<file path="config.mk">
export PLATFORM = sky130hd
export DESIGN_NAME = n_clic_ext_irq_flat
export DESIGN_NICKNAME = d
export VERILOG_FILES = /design/src/rtl/n_clic_ext_irq_if.sv /design/src/rtl/n_clic_ext_irq.sv /design/src/flat_wrapper.sv
export SDC_FILE = /design/constraint.sdc
export NUM_CORES = 1
export LEC_CHECK = 0
export BUFFER_PORTS_ARGS = -buffer_cell sky130_fd_sc_hd__buf_2
export CORE_ASPECT_RATIO = 1.5
export CORE_MARGIN = 2
export CORE_UTILIZATION = 52
export DETAILED_ROUTE_END_ITERATION = 12
export PLACE_DENSITY = 0.91
export RECOVER_POWER = 25
export SETUP_SLACK_MARGIN = 0.5
export SLEW_MARGIN = 10
export SYNTH_ARGS = -nofsm -noshare
export SYNTH_HDL_FRONTEND = slang
export SYNTH_SLANG_ARGS = --single-unit
</file>
<file path="constraint.sdc">
create_clock -name clk -period 2.4 [get_ports clk]
set_input_delay 0.24 -clock clk [delete_from_list [all_inputs] [get_ports clk]]
set_output_delay 0.24 -clock clk [all_outputs]
set_load 0.02 [all_outputs]
</file>
<file path="src/rtl/n_clic_ext_irq_if.sv">
// Signal bundle between the external-interrupt front end and whatever drives/consumes it.
// The master side owns the raw lines, mode bits and acknowledges; the slave side is the front end.
interface n_clic_ext_irq_if #(
  parameter int IrqNum = 8
);
  logic [IrqNum-1:0] irq_in;
  logic [IrqNum-1:0] edge_mode;
  logic [IrqNum-1:0] pend_ack;
  logic [IrqNum-1:0] overrun_clear;
  logic [IrqNum-1:0] pend_req;
  logic [IrqNum-1:0] overrun;
  logic [IrqNum-1:0] level_out;

  modport master (
    output irq_in, edge_mode, pend_ack, overrun_clear,
    input  pend_req, overrun, level_out
  );

  modport slave (
    input  irq_in, edge_mode, pend_ack, overrun_clear,
    output pend_req, overrun, level_out
  );
endinterface

</file>
<file path="src/rtl/n_clic_ext_irq.sv">
// External interrupt front end for the n_clic: synchronise, glitch-filter and detect each line,
// then hold a pend request (edge mode) or mirror the level (level mode) until acknowledged.
module n_clic_ext_irq #(
  parameter int IrqNum       = 8,
  parameter int SyncStages   = 2,
  parameter int FilterCycles = 0
) (
  input  logic              clk,
  input  logic              reset,
  n_clic_ext_irq_if.slave   bus
);

  typedef enum logic {IDLE = 1'b0, PEND = 1'b1} state_t;

  logic [IrqNum-1:0] sync_q [SyncStages];
  logic [IrqNum-1:0] sync_d [SyncStages];
  logic [IrqNum-1:0] sync;
  logic [IrqNum-1:0] level;
  logic [IrqNum-1:0] rise;

  always_comb begin
    sync_d[0] = bus.irq_in;
    for (int s = 1; s < SyncStages; s++) begin
      sync_d[s] = sync_q[s-1];
    end
  end

  always_ff @(posedge clk or posedge reset) begin
    if (reset) begin
      for (int s = 0; s < SyncStages; s++) sync_q[s] <= '0;
    end else begin
      for (int s = 0; s < SyncStages; s++) sync_q[s] <= sync_d[s];
    end
  end

  assign sync = sync_q[SyncStages-1];

  generate
    if (FilterCycles == 0) begin : g_nofilt
      assign level = sync;
    end else begin : g_filt
      localparam int CW = $clog2(FilterCycles + 1);
      logic [CW-1:0]     cnt_q [IrqNum];
      logic [CW-1:0]     cnt_d [IrqNum];
      logic [IrqNum-1:0] lvl_q, lvl_d;

      // Toggle on the cycle the count would reach FilterCycles, so it never exceeds FilterCycles-1.
      always_comb begin
        lvl_d = lvl_q;
        for (int k = 0; k < IrqNum; k++) begin
          cnt_d[k] = '0;
          if (sync[k] != lvl_q[k]) begin
            if (cnt_q[k] == CW'(FilterCycles - 1)) lvl_d[k] = ~lvl_q[k];
            else                                   cnt_d[k] = cnt_q[k] + 1'b1;
          end
        end
      end

      always_ff @(posedge clk or posedge reset) begin
        if (reset) begin
          lvl_q <= '0;
          for (int k = 0; k < IrqNum; k++) cnt_q[k] <= '0;
        end else begin
          lvl_q <= lvl_d;
          for (int k = 0; k < IrqNum; k++) cnt_q[k] <= cnt_d[k];
        end
      end

      assign level = lvl_q;
    end
  endgenerate

  state_t            state_q [IrqNum];
  state_t            state_d [IrqNum];
  logic [IrqNum-1:0] prev_q, prev_d;
  logic [IrqNum-1:0] mode_q, mode_d;
  logic [IrqNum-1:0] pend_q, pend_d;
  logic [IrqNum-1:0] ovr_q, ovr_d;
  logic [IrqNum-1:0] ovr_set;

  assign rise = level & ~prev_q;

  always_comb begin
    prev_d  = level;
    mode_d  = bus.edge_mode;
    pend_d  = '0;
    ovr_set = '0;
    for (int k = 0; k < IrqNum; k++) begin
      state_d[k] = state_q[k];
      if (bus.edge_mode[k] != mode_q[k]) begin
        state_d[k] = IDLE;
      end else if (bus.edge_mode[k]) begin
        case (state_q[k])
          IDLE: if (rise[k]) state_d[k] = PEND;
          PEND: begin
            // An edge arriving together with the ack is a fresh request, not a lost one.
            if (rise[k] && !bus.pend_ack[k])      ovr_set[k] = 1'b1;
            else if (bus.pend_ack[k] && !rise[k]) state_d[k] = IDLE;
          end
          default: state_d[k] = IDLE;
        endcase
        pend_d[k] = (state_d[k] == PEND);
      end else begin
        state_d[k] = IDLE;
        pend_d[k]  = level[k];
      end
    end
    ovr_d = ovr_set | (ovr_q & ~bus.overrun_clear);
  end

  always_ff @(posedge clk or posedge reset) begin
    if (reset) begin
      prev_q <= '0;
      mode_q <= '0;
      pend_q <= '0;
      ovr_q  <= '0;
      for (int k = 0; k < IrqNum; k++) state_q[k] <= IDLE;
    end else begin
      prev_q <= prev_d;
      mode_q <= mode_d;
      pend_q <= pend_d;
      ovr_q  <= ovr_d;
      for (int k = 0; k < IrqNum; k++) state_q[k] <= state_d[k];
    end
  end

  assign bus.pend_req  = pend_q;
  assign bus.overrun   = ovr_q;
  assign bus.level_out = level;

endmodule

</file>
<file path="src/flat_wrapper.sv">
// flat-port wrapper written by rule: the top's interface ports become plain ports
module n_clic_ext_irq_flat 
#(
  parameter int IrqNum       = 8,
  parameter int SyncStages   = 2,
  parameter int FilterCycles = 0
)
  (clk, reset, bus_irq_in, bus_edge_mode, bus_pend_ack, bus_overrun_clear, bus_pend_req, bus_overrun, bus_level_out);
  n_clic_ext_irq_if #(.IrqNum(IrqNum)) bus_i ();
  input  logic clk;
  input  logic reset;
  input wire logic [$bits(bus_i.irq_in)-1:0] bus_irq_in;
  input wire logic [$bits(bus_i.edge_mode)-1:0] bus_edge_mode;
  input wire logic [$bits(bus_i.pend_ack)-1:0] bus_pend_ack;
  input wire logic [$bits(bus_i.overrun_clear)-1:0] bus_overrun_clear;
  output wire logic [$bits(bus_i.pend_req)-1:0] bus_pend_req;
  output wire logic [$bits(bus_i.overrun)-1:0] bus_overrun;
  output wire logic [$bits(bus_i.level_out)-1:0] bus_level_out;
  assign bus_i.irq_in = bus_irq_in;
  assign bus_i.edge_mode = bus_edge_mode;
  assign bus_i.pend_ack = bus_pend_ack;
  assign bus_i.overrun_clear = bus_overrun_clear;
  assign bus_pend_req = bus_i.pend_req;
  assign bus_overrun = bus_i.overrun;
  assign bus_level_out = bus_i.level_out;
  n_clic_ext_irq #(.IrqNum(IrqNum), .SyncStages(SyncStages), .FilterCycles(FilterCycles)) u_core (.clk(clk), .reset(reset), .bus(bus_i));
endmodule
</file>
==> results of run 1 <==
[power by group through the flow]
stage | clock network, W | logic (W) | registers [W]
final | 0.000581 | 0.000117 | 0.00100
after global placement | 0 | 0.000118 | 0.00102
after floorplan | 0 | 0.0000427 | 0.00104
after detailed placement | 0 | 0.000120 | 0.00102
after CTS | 0.000598 | 0.000122 | 0.00100
after global routing | 0.000637 | 0.000130 | 0.00101
[layout make-up]
cell class,count,area (um2)
clock inverter,2,35.0
clock buffer,6,72.6
sequential,56,1400
multi-input combinational,55,360
inverter,10,37.5
tap,42,52.6
fill,266,1100
timing repair buffer,59,293
[what timing repair did]
item                                    CTS  global route
hold endpoints to repair                 18             0
resized for setup                         0             0
hold buffers                              1             0
endpoints found under the setup margin    0             0
[logic make-up (layout without fill, tap and decap cells)]
logic type	count (synthesis)	count (layout)	synth area share, %
DFF	56	56	77.6
and+or+nand+nor	37	37	12.0
buffers and inverters	10	77	2.08
AOI/OAI and AO/OA	18	18	8.38
[state kept, by name, indices dropped and copies added, names as in the netlist]
name                  cells
u_core.mode_q             8
u_core.bus.overrun        8
u_core.prev_q             8
u_core.sync_d             8
u_core.state_q            8
u_core.bus.level_out      8
u_core.bus.pend_req       8
[cell usage in the layout (no fill, tap or decap)]
cell type and instances:
buf_4 1, a21oi_1 4, nand2b_1 14, nand4b_1 1, bufinv_16 1, dfrtp_1 56, buf_2 49, nand2_1 8
clkbuf_1 9, inv_1 9, dlygate4sd3_1 1, nor3b_1 6, a21oi_2 3, nor2_1 2, or2_1 6, a21o_1 2
o31ai_2 1, clkbuf_8 5, inv_2 1, clkinv_2 1, o32ai_1 8
[stage by stage]
| step | total power [W] | utilization (%) | hold WS (ps) |
|---|---|---|---|
| final | 0.00170 | 67.2 | 35.2 |
| after floorplan | 0.00108 | - | 271 |
| after global placement | 0.00113 | 64.2 | 233 |
| after global routing | 0.00177 | 67.2 | 20.4 |
| after CTS | 0.00172 | 67.7 | 27.2 |
| after detailed placement | 0.00114 | 64.2 | 240 |
[synthesized netlist by cell type]
cell type / instances / area share [%]
a21o_1: 2 / 0.83
a21oi_1: 2 / 0.55
a21oi_2: 5 / 2.4
dfrtp_1: 56 / 78
inv_1: 10 / 2.1
nand2_1: 8 / 1.7
nand2b_1: 14 / 4.8
nand4b_1: 1 / 0.48
nor2_1: 2 / 0.42
nor3b_1: 6 / 2.5
o31ai_2: 1 / 0.69
o32ai_1: 8 / 3.9
or2_1: 6 / 2.1
[how the worst max path moves through the flow]
stage          start                 endpoint  slack [ps]  cells past startpoint
3_5_place_dp   reset         u_core.mode_q[5]        1330                      3
6_report       reset    u_core.bus.overrun[3]        1160                      4
5_1_grt        reset    u_core.bus.overrun[3]         960                      4
2_1_floorplan  reset  u_core.bus.level_out[0]         790                      1
4_1_cts        reset  u_core.bus.level_out[3]        1120                      4
3_3_place_gp   reset         u_core.sync_d[1]        1360                      3
[routing by layer]
metal | vias to the layer above | wire length (um) | global-route usage (%)
met5 | - | 0 | 0
met4 | 0 | 112 | 10.5
met3 | 13 | 165 | 6.08
met2 | 43 | 1520 | 28.1
met1 | 536 | 1140 | 18.8
li1 | 536 | - | -
==> metrics.yaml, run 1 <==
outcome: "finished, final reports clean"
fp.dieArea_mm2: 0.00397
grt-ovfl-total: 0
grt_max_degree: 39
fin_crit_ps: 1240
synth_area_mm2: 0.00181
required_ps: 2830
drive_above_1_share_pct: 33.0
cts_buffer_depth: 2
num_rows: 26
hp-start: "bus_irq_in[4]"
grt_pass1_vias: 1194
ys_seq_elements: 56
drtIter0Drc: 11
startpoint_type: "input pin"
place_hpwl_um: 2130
final_area_mm2: 0.00225
max_freq_mhz: 805
cpLargestDelayFamily: "buffers and inverters"
cts_root_buffer: "clkbuf_8"
start_util_pct: 53.9
core_region_area_mm2: 0.00335
rr_worst_depth: 3
switchingPower_w: 0.000358
dieHeight_um: 76.2
yosysWarnings: 0
wire_per_inst_um: 12.8
placed_area_mm2: 0.00215
htreeDepth: 2
finalSetupTns_ps: 0
cts_buffers: 5
dr.pass1.iters: 3
instances_no_fill: 230
critical_path_class: "in -> async"
timing.rr.start: "u_core.bus.level_out[3]"
cts.sinks: 56
p_int_w: 0.00134
min_path_cells: 1
postCtsSetupBuffers: 0
crit_path_end_kind: "async pin"
layout.nets: 221
route.detailed.drc: 0
crit_arrival_ps: 1680
clock_latency_ps: 300
syn_nets: 155
critPathBufInv: 4
p_comb_share_pct: 6.9
ys_types: 13
crit_path_cell_trace: "dlygate4sd3_1, buf_2, inv_2, buf_4"
routabilityCongestion: 0.761
whs_endpoint: "u_core.sync_d[4]"
ir_drop_v: 0.000611
drv_slew: 0
synth_seq_area_share_pct: 77.6
max_cap_violations: 0
critPathMaxStageDelay_ps: 540
ant_nets: 0
port-buffer-count: 57
die_w_um: 52.1
clock_skew_ps: 6.63
grt_pass1_wl_um: 4940
antenna_found_initial: 0
syn_to_final_growth_pct: 24.7
dp_slack_ps: 1330
hold_viol: 0
post-route-period-util_pct: 51.8
cp_slowest_cell: "dlygate4sd3_1"
worstPathMaxFanout: 38
power.density_mw_per_mm2: 754
finalSetupViolCount: 0
cts_tree: "done"
switching_share_pct: 21.1
netlist_instances: 121
vias: 1128
ios: 58
seqPwrFrac_pct: 58.9
finalWirelength_um: 2940
syn_avg_cell_area_um2: 14.9
r2r_setup_slack_ps: 1440
place_inst: 221
leakage_nw: 1.11
clk_pin_slew_ps: 90
grtUsageTotal_pct: 17.3
via_per_inst: 4.90
power_frac_clock_pct: 34.2
tightest_slew_ps: 447
diodes: 0
rsz0062_at_grt: "no"
relSlewSlack_pct: 70.2
min_path_type: "in -> reg"
reg2reg_to: "u_core.bus.pend_req[3]"
worst_slack_ps: 1160
Power figures use the tool's default switching activity.
==> run 2: changes to the inputs <==
Settings changed: CORE_UTILIZATION 52 to 44, PLACE_DENSITY 0.91 to 0.83.
Clock period 2.4 ns to 1 ns, I/O delays scaled along.
==> run 2 against run 1 <==
Compared with the run above:
- the flow now finishes with violations (negative hold slack)
- highest routed layer unchanged
- routed wire length up 17%
- global-route usage down 2.5 points
- core utilization up 2.5 points
- combinational power rose to 3.5 times the previous value
- first-iteration DRC count up 9.1%
==> metrics.yaml, run 2 (synthesis results as in run 1) <==
outcome: "finished with violations"  # was finished, final reports clean
violations: "negative hold slack"
finalSetupViolCount: 0  # unchanged
drive_above_1_share_pct: 59.9  # was 33.0%
grt_pass1_wl_um: 5140  # was 4940 um
dieHeight_um: 82.5  # was 76.2 um
startpoint_type: "flop"  # was input pin
timing.rr.start: "u_core.bus.level_out[3]"  # unchanged
critPathMaxStageDelay_ps: 450  # was 540 ps
diodes: 0  # unchanged
clock_skew_ps: 8.10  # was 6.63 ps
place_inst: 225  # was 221
dr.pass1.iters: 4  # was 3
cts_buffer_depth: 2  # unchanged
ir_drop_v: 0.00139  # was 0.000611 V
worst_slack_ps: 1.99  # was 1160 ps
required_ps: 900  # was 2830 ps
final_area_mm2: 0.00276  # was 0.00225 mm2
wire_per_inst_um: 13.8  # was 12.8 um
layout.nets: 235  # was 221
syn_to_final_growth_pct: 52.8  # was 24.7%
crit_path_end_kind: "output port"  # was async pin
post-route-period-util_pct: 99.8
grtUsageTotal_pct: 14.8  # was 17.3%
clock_latency_ps: 300  # about the same
core_region_area_mm2: 0.00396  # was 0.00335 mm2
reg2reg_to: "u_core.bus.pend_req[3]"  # unchanged
critical_path_class: "reg -> out"  # was in -> async
rr_worst_depth: 3  # unchanged
fp.dieArea_mm2: 0.00465  # was 0.00397 mm2
crit_path_cell_trace: "buf_6"  # was dlygate4sd3_1, buf_2, inv_2, buf_4
cts_root_buffer: "clkbuf_8"  # unchanged
place_hpwl_um: 2160  # was 2130 um
vias: 1211  # was 1128
antenna_found_initial: 0  # unchanged
layout_common_cells: "dfrtp_1, buf_6, buf_2, dfrtp_2, clkbuf_1"  # was dfrtp_1, buf_2, nand2b_1, inv_1, clkbuf_1
instances_no_fill: 247  # was 230
power.density_mw_per_mm2: 1630  # was 754 mW/mm2
grt-ovfl-total: 0  # unchanged
hold_viol: 35  # was 0
max_freq_mhz: 1000
cts_buffers: 5  # unchanged
grt_max_degree: 29  # was 39
route.detailed.drc: 0  # unchanged
ant_nets: 0  # unchanged
crit_arrival_ps: 900  # was 1680 ps
cts.sinks: 56  # unchanged
critPathBufInv: 1  # was 4
start_util_pct: 45.6  # was 53.9%
worstPathMaxFanout: 4  # was 38
num_rows: 28  # was 26
max_cap_violations: 0  # unchanged
die_w_um: 56.3  # was 52.1 um
port-buffer-count: 57  # unchanged
rsz0062_at_grt: "yes"  # was no
cts_tree: "done"  # unchanged
ios: 58  # unchanged
routabilityCongestion: 0.733  # was 0.761
fin_crit_ps: 998
placed_area_mm2: 0.00222  # was 0.00215 mm2
finalWirelength_um: 3420  # was 2940 um
drv_slew: 0  # unchanged
htreeDepth: 2  # unchanged
fin_hold_ws_ps: -175  # was 35.2 ps
r2r_setup_slack_ps: 30  # was 1440 ps
final_common_cell: "dfrtp_1"  # unchanged
tightest_slew_ps: 610  # was 447 ps
cp_slowest_cell: "dfrtp_2"  # was dlygate4sd3_1
leakage_nw: 1.27  # was 1.11 nW
via_per_inst: 4.90  # about the same
dp_slack_ps: 76.8  # was 1330 ps
cpLargestDelayFamily: "flip-flops"  # was buffers and inverters
crit_cells: 1  # was 4
clk_pin_slew_ps: 90  # about the same
min_path_type: "in -> async"  # was in -> reg
relSlewSlack_pct: 59.1  # was 70.2%
drtIter0Drc: 12  # was 11
grt_pass1_vias: 1225  # was 1194
[run 2: changes by cell type in the layout (fill, tap and decap cells not counted), moves of 8 or more]
cell     delta
dfrtp_2    +16
buf_6      +30
buf_2      -24
o32ai_2     +8
o32ai_1     -8
dfrtp_1    -16
[run 2: cell type report]
cell class,count,area (um2)
clock buffers,6,72.6
clock inverters,2,60.1
fillers,258,1200
inverters,10,38.8
multi-input cells,55,533
flip-flops and latches,56,1420
well taps,45,56.3
repair buffers,73,578
[run 2: timing repair]
item	in CTS	in global routing
gates resized for setup	64	17
pin swaps	11	9
endpoints found under the setup margin	56	56
buffers inserted	4	10
hold endpoints to repair	36	36
[run 2: worst max path at each step]
| stage | from | to | slack [ps] |
|---|---|---|---|
| 3_3_place_gp | u_core.bus.level_out[3] | u_core.bus.pend_req[3] | 90 |
| 6_report | u_core.bus.level_out[0] | bus_level_out[0] | 2 |
| 2_1_floorplan | u_core.bus.level_out[1] | u_core.bus.pend_req[1] | 70 |
| 5_1_grt | u_core.bus.level_out[0] | bus_level_out[0] | -30 |
| 3_5_place_dp | u_core.bus.level_out[5] | u_core.bus.pend_req[5] | 80 |
| 4_1_cts | u_core.bus.level_out[5] | bus_level_out[5] | -7 |
[run 2: power breakdown]
group / internal [W] / switching (W) / total [W]
sequential: 0.00236 / 0.0000610 / 0.00242
combinational: 0.000213 / 0.000201 / 0.000414
clock: 0.00100 / 0.000668 / 0.00167
total: 0.00358 / 0.000930 / 0.00451
[run 2: worst register-to-register path, cell delays in order, from the launching register on]
cell      delay [ps]
dfrtp_2          450
nand2b_1         130
a21oi_2           70
or2_1            200
[run 2: per-stage QoR]
step | util (%) | hold WS [ps] | setup TNS [ps] | power [W]
after floorplan | - | 131 | 0 | 0.00259
after global placement | 56.0 | 80.1 | 0 | 0.00275
after detailed placement | 56.0 | 92.1 | 0 | 0.00276
after CTS | 66.3 | -242 | -18.8 | 0.00453
after global routing | 69.7 | -132 | -178 | 0.00467
final | 69.7 | -175 | 0 | 0.00451
[run 2: metal layers]
metal  wire (um)  vias to the layer above  global-route usage, %  share of wire, %
met2        1880                       40                   26.9                55
met4         125                        0                   8.33               3.7
met5           0                        -                      0                 0
met1        1240                      594                   15.3                36
li1            -                      565                      -                 -
met3         177                       12                   4.05               5.2
==> run 3: changes to the inputs <==
Settings changed: CELL_PAD_IN_SITES_DETAIL_PLACEMENT set to 0, CELL_PAD_IN_SITES_GLOBAL_PLACEMENT set to 1, CORE_UTILIZATION 44 to 35.
==> run 3 against run 2 <==
Compared with the run above:
- the run still ends with negative hold slack left
- combinational power down 9.2%
- non-clock buffer count decreased by 8
- largest power group unchanged
- clock skew fell by 7.1 ps
- clock-buffer cell count rose by 1
- die area grew 24%
- power shrank 10%
- register-to-register slack better by 20 ps
- critical path type unchanged
- via count shrank 4.5%
==> metrics.yaml, run 3 (synthesis results as in run 1) <==
outcome: "finished with violations"  # unchanged
violations: "negative hold slack"  # unchanged
ir_drop_v: 0.000676  # was 0.00139 V
finalWirelength_um: 3230  # was 3420 um
syn_to_final_growth_pct: 43.8  # was 52.8%
ios: 58  # unchanged
clk_pin_slew_ps: 90  # about the same
cpLargestDelayFamily: "flip-flops"  # unchanged
fin_hold_ws_ps: -121  # was -175 ps
max_cap_violations: 0  # unchanged
relSlewSlack_pct: 50.8  # was 59.1%
min_path_type: "in -> async"  # unchanged
grt_pass1_vias: 1263  # was 1225
post-route-period-util_pct: 96.5  # was 99.8%
via_per_inst: 4.43  # was 4.90
drive_above_1_share_pct: 50.8  # was 59.9%
dieHeight_um: 92.0  # was 82.5 um
ant_nets: 0  # unchanged
routabilityCongestion: 0.709  # was 0.733
clock_skew_ps: 1.03  # was 8.10 ps
placed_area_mm2: 0.00223  # was 0.00222 mm2
drv_slew: 0  # unchanged
tightest_slew_ps: 738  # was 610 ps
start_util_pct: 35.8  # was 45.6%
dr.pass1.iters: 3  # was 4
core_region_area_mm2: 0.00504  # was 0.00396 mm2
crit_path_end_kind: "output port"  # unchanged
grt-ovfl-total: 0  # unchanged
cts_buffers: 5  # unchanged
num_rows: 32  # was 28
drtIter0Drc: 13  # was 12
diodes: 0  # unchanged
startpoint_type: "flop"  # unchanged
layout.nets: 227  # was 235
port-buffer-count: 57  # unchanged
cp_slowest_cell: "dfrtp_2"  # unchanged
finalSetupTns_ps: 0  # unchanged
worstPathMaxFanout: 3  # was 4
utilization_pct: 51.5  # was 69.7%
final_common_cell: "dfrtp_1"  # unchanged
die_w_um: 62.7  # was 56.3 um
grt_pass1_wl_um: 5720  # was 5140 um
leakage_nw: 1.17  # was 1.27 nW
cts_root_buffer: "clkbuf_8"  # unchanged
crit_arrival_ps: 870  # was 900 ps
grt_max_degree: 43  # was 29
cts_tree: "done"  # unchanged
critical_path_class: "reg -> out"  # unchanged
rsz0062_at_grt: "yes"  # unchanged
critPathMaxStageDelay_ps: 440  # was 450 ps
max_freq_mhz: 1040  # was 1000 MHz
hold_viol: 65  # was 35
finalSetupViolCount: 0  # unchanged
wire_per_inst_um: 12.4  # was 13.8 um
timing.rr.start: "u_core.bus.level_out[3]"  # unchanged
critPathBufInv: 1  # unchanged
clock_latency_ps: 290  # was 300 ps
grtUsageTotal_pct: 12.6  # was 14.8%
place_hpwl_um: 2240  # was 2160 um
route.detailed.drc: 0  # unchanged
vias: 1157  # was 1211
power.density_mw_per_mm2: 1560  # was 1630 mW/mm2
antenna_found_initial: 0  # unchanged
cts_buffer_depth: 2  # unchanged
final_area_mm2: 0.00260  # was 0.00276 mm2
fin_crit_ps: 965  # was 998 ps
layout_common_cells: "dfrtp_1, buf_6, buf_2, dfrtp_2, nand2b_1"  # was dfrtp_1, buf_6, buf_2, dfrtp_2, clkbuf_1
instances_no_fill: 261  # was 247
place_inst: 248  # was 225
htreeDepth: 2  # unchanged
cts.sinks: 56  # unchanged
worstSetupStartpoint: "u_core.bus.level_out[7]"  # was u_core.bus.level_out[0]
crit_path_cell_trace: "buf_6"  # unchanged
fp.dieArea_mm2: 0.00576  # was 0.00465 mm2
required_ps: 900  # about the same
-- run 3: layout make-up --
class	count	area, um2
fillers	490	2450
inverters	10	38.8
well taps	68	85.1
repair buffers	65	510
clock buffers	7	96.3
multi-input cells	55	445
flip-flops and latches	56	1420
-- run 3: final timing paths --
kind	end	slack [ps]	cells after the start
min reg2reg	u_core.bus.level_out[6]	360	0
max	bus_level_out[7]	30	1
min	u_core.bus.level_out[7]	-120	3
min in group clk	u_core.sync_d[0]	-90	1
max in group asynchronous	u_core.bus.overrun[5]	420	3
max reg2reg	u_core.bus.pend_req[3]	50	3
-- run 3: power by group --
| group | internal, W | switching (W) | leakage (nW) | total [W] |
|---|---|---|---|---|
| logic | 0.000185 | 0.000191 | 0.441 | 0.000376 |
| registers | 0.00236 | 0.0000495 | 0.678 | 0.00241 |
| clock network | 0.000618 | 0.000642 | 0.0503 | 0.00126 |
| total | 0.00316 | 0.000883 | 1.17 | 0.00405 |
-- run 3: repair_timing --
item,in CTS,in global routing
endpoints found under the setup margin,56,57
pin swaps,6,1
endpoints found under the hold margin,80,80
resized for setup,54,9
setup buffers,3,3
-- run 3: routing by layer --
| layer | global-route usage, % | wire, um |
|---|---|---|
| met1 | 14.8 | 1220 |
| met2 | 22.0 | 1800 |
| met3 | 3.44 | 170 |
| met4 | 5.00 | 38 |
| met5 | 0 | 0 |
-- run 3: stage by stage --
stage / total power, W / hold slack (ps) / setup slack [ps]
6_report: 0.00405 / -121 / 34.9
5_1_grt: 0.00428 / -123 / -23.4
4_1_cts: 0.00410 / -159 / 17.9
3_5_place_dp: 0.00275 / 170 / 61.6
3_3_place_gp: 0.00275 / 167 / 85.4
2_1_floorplan: 0.00259 / 131 / 71.4
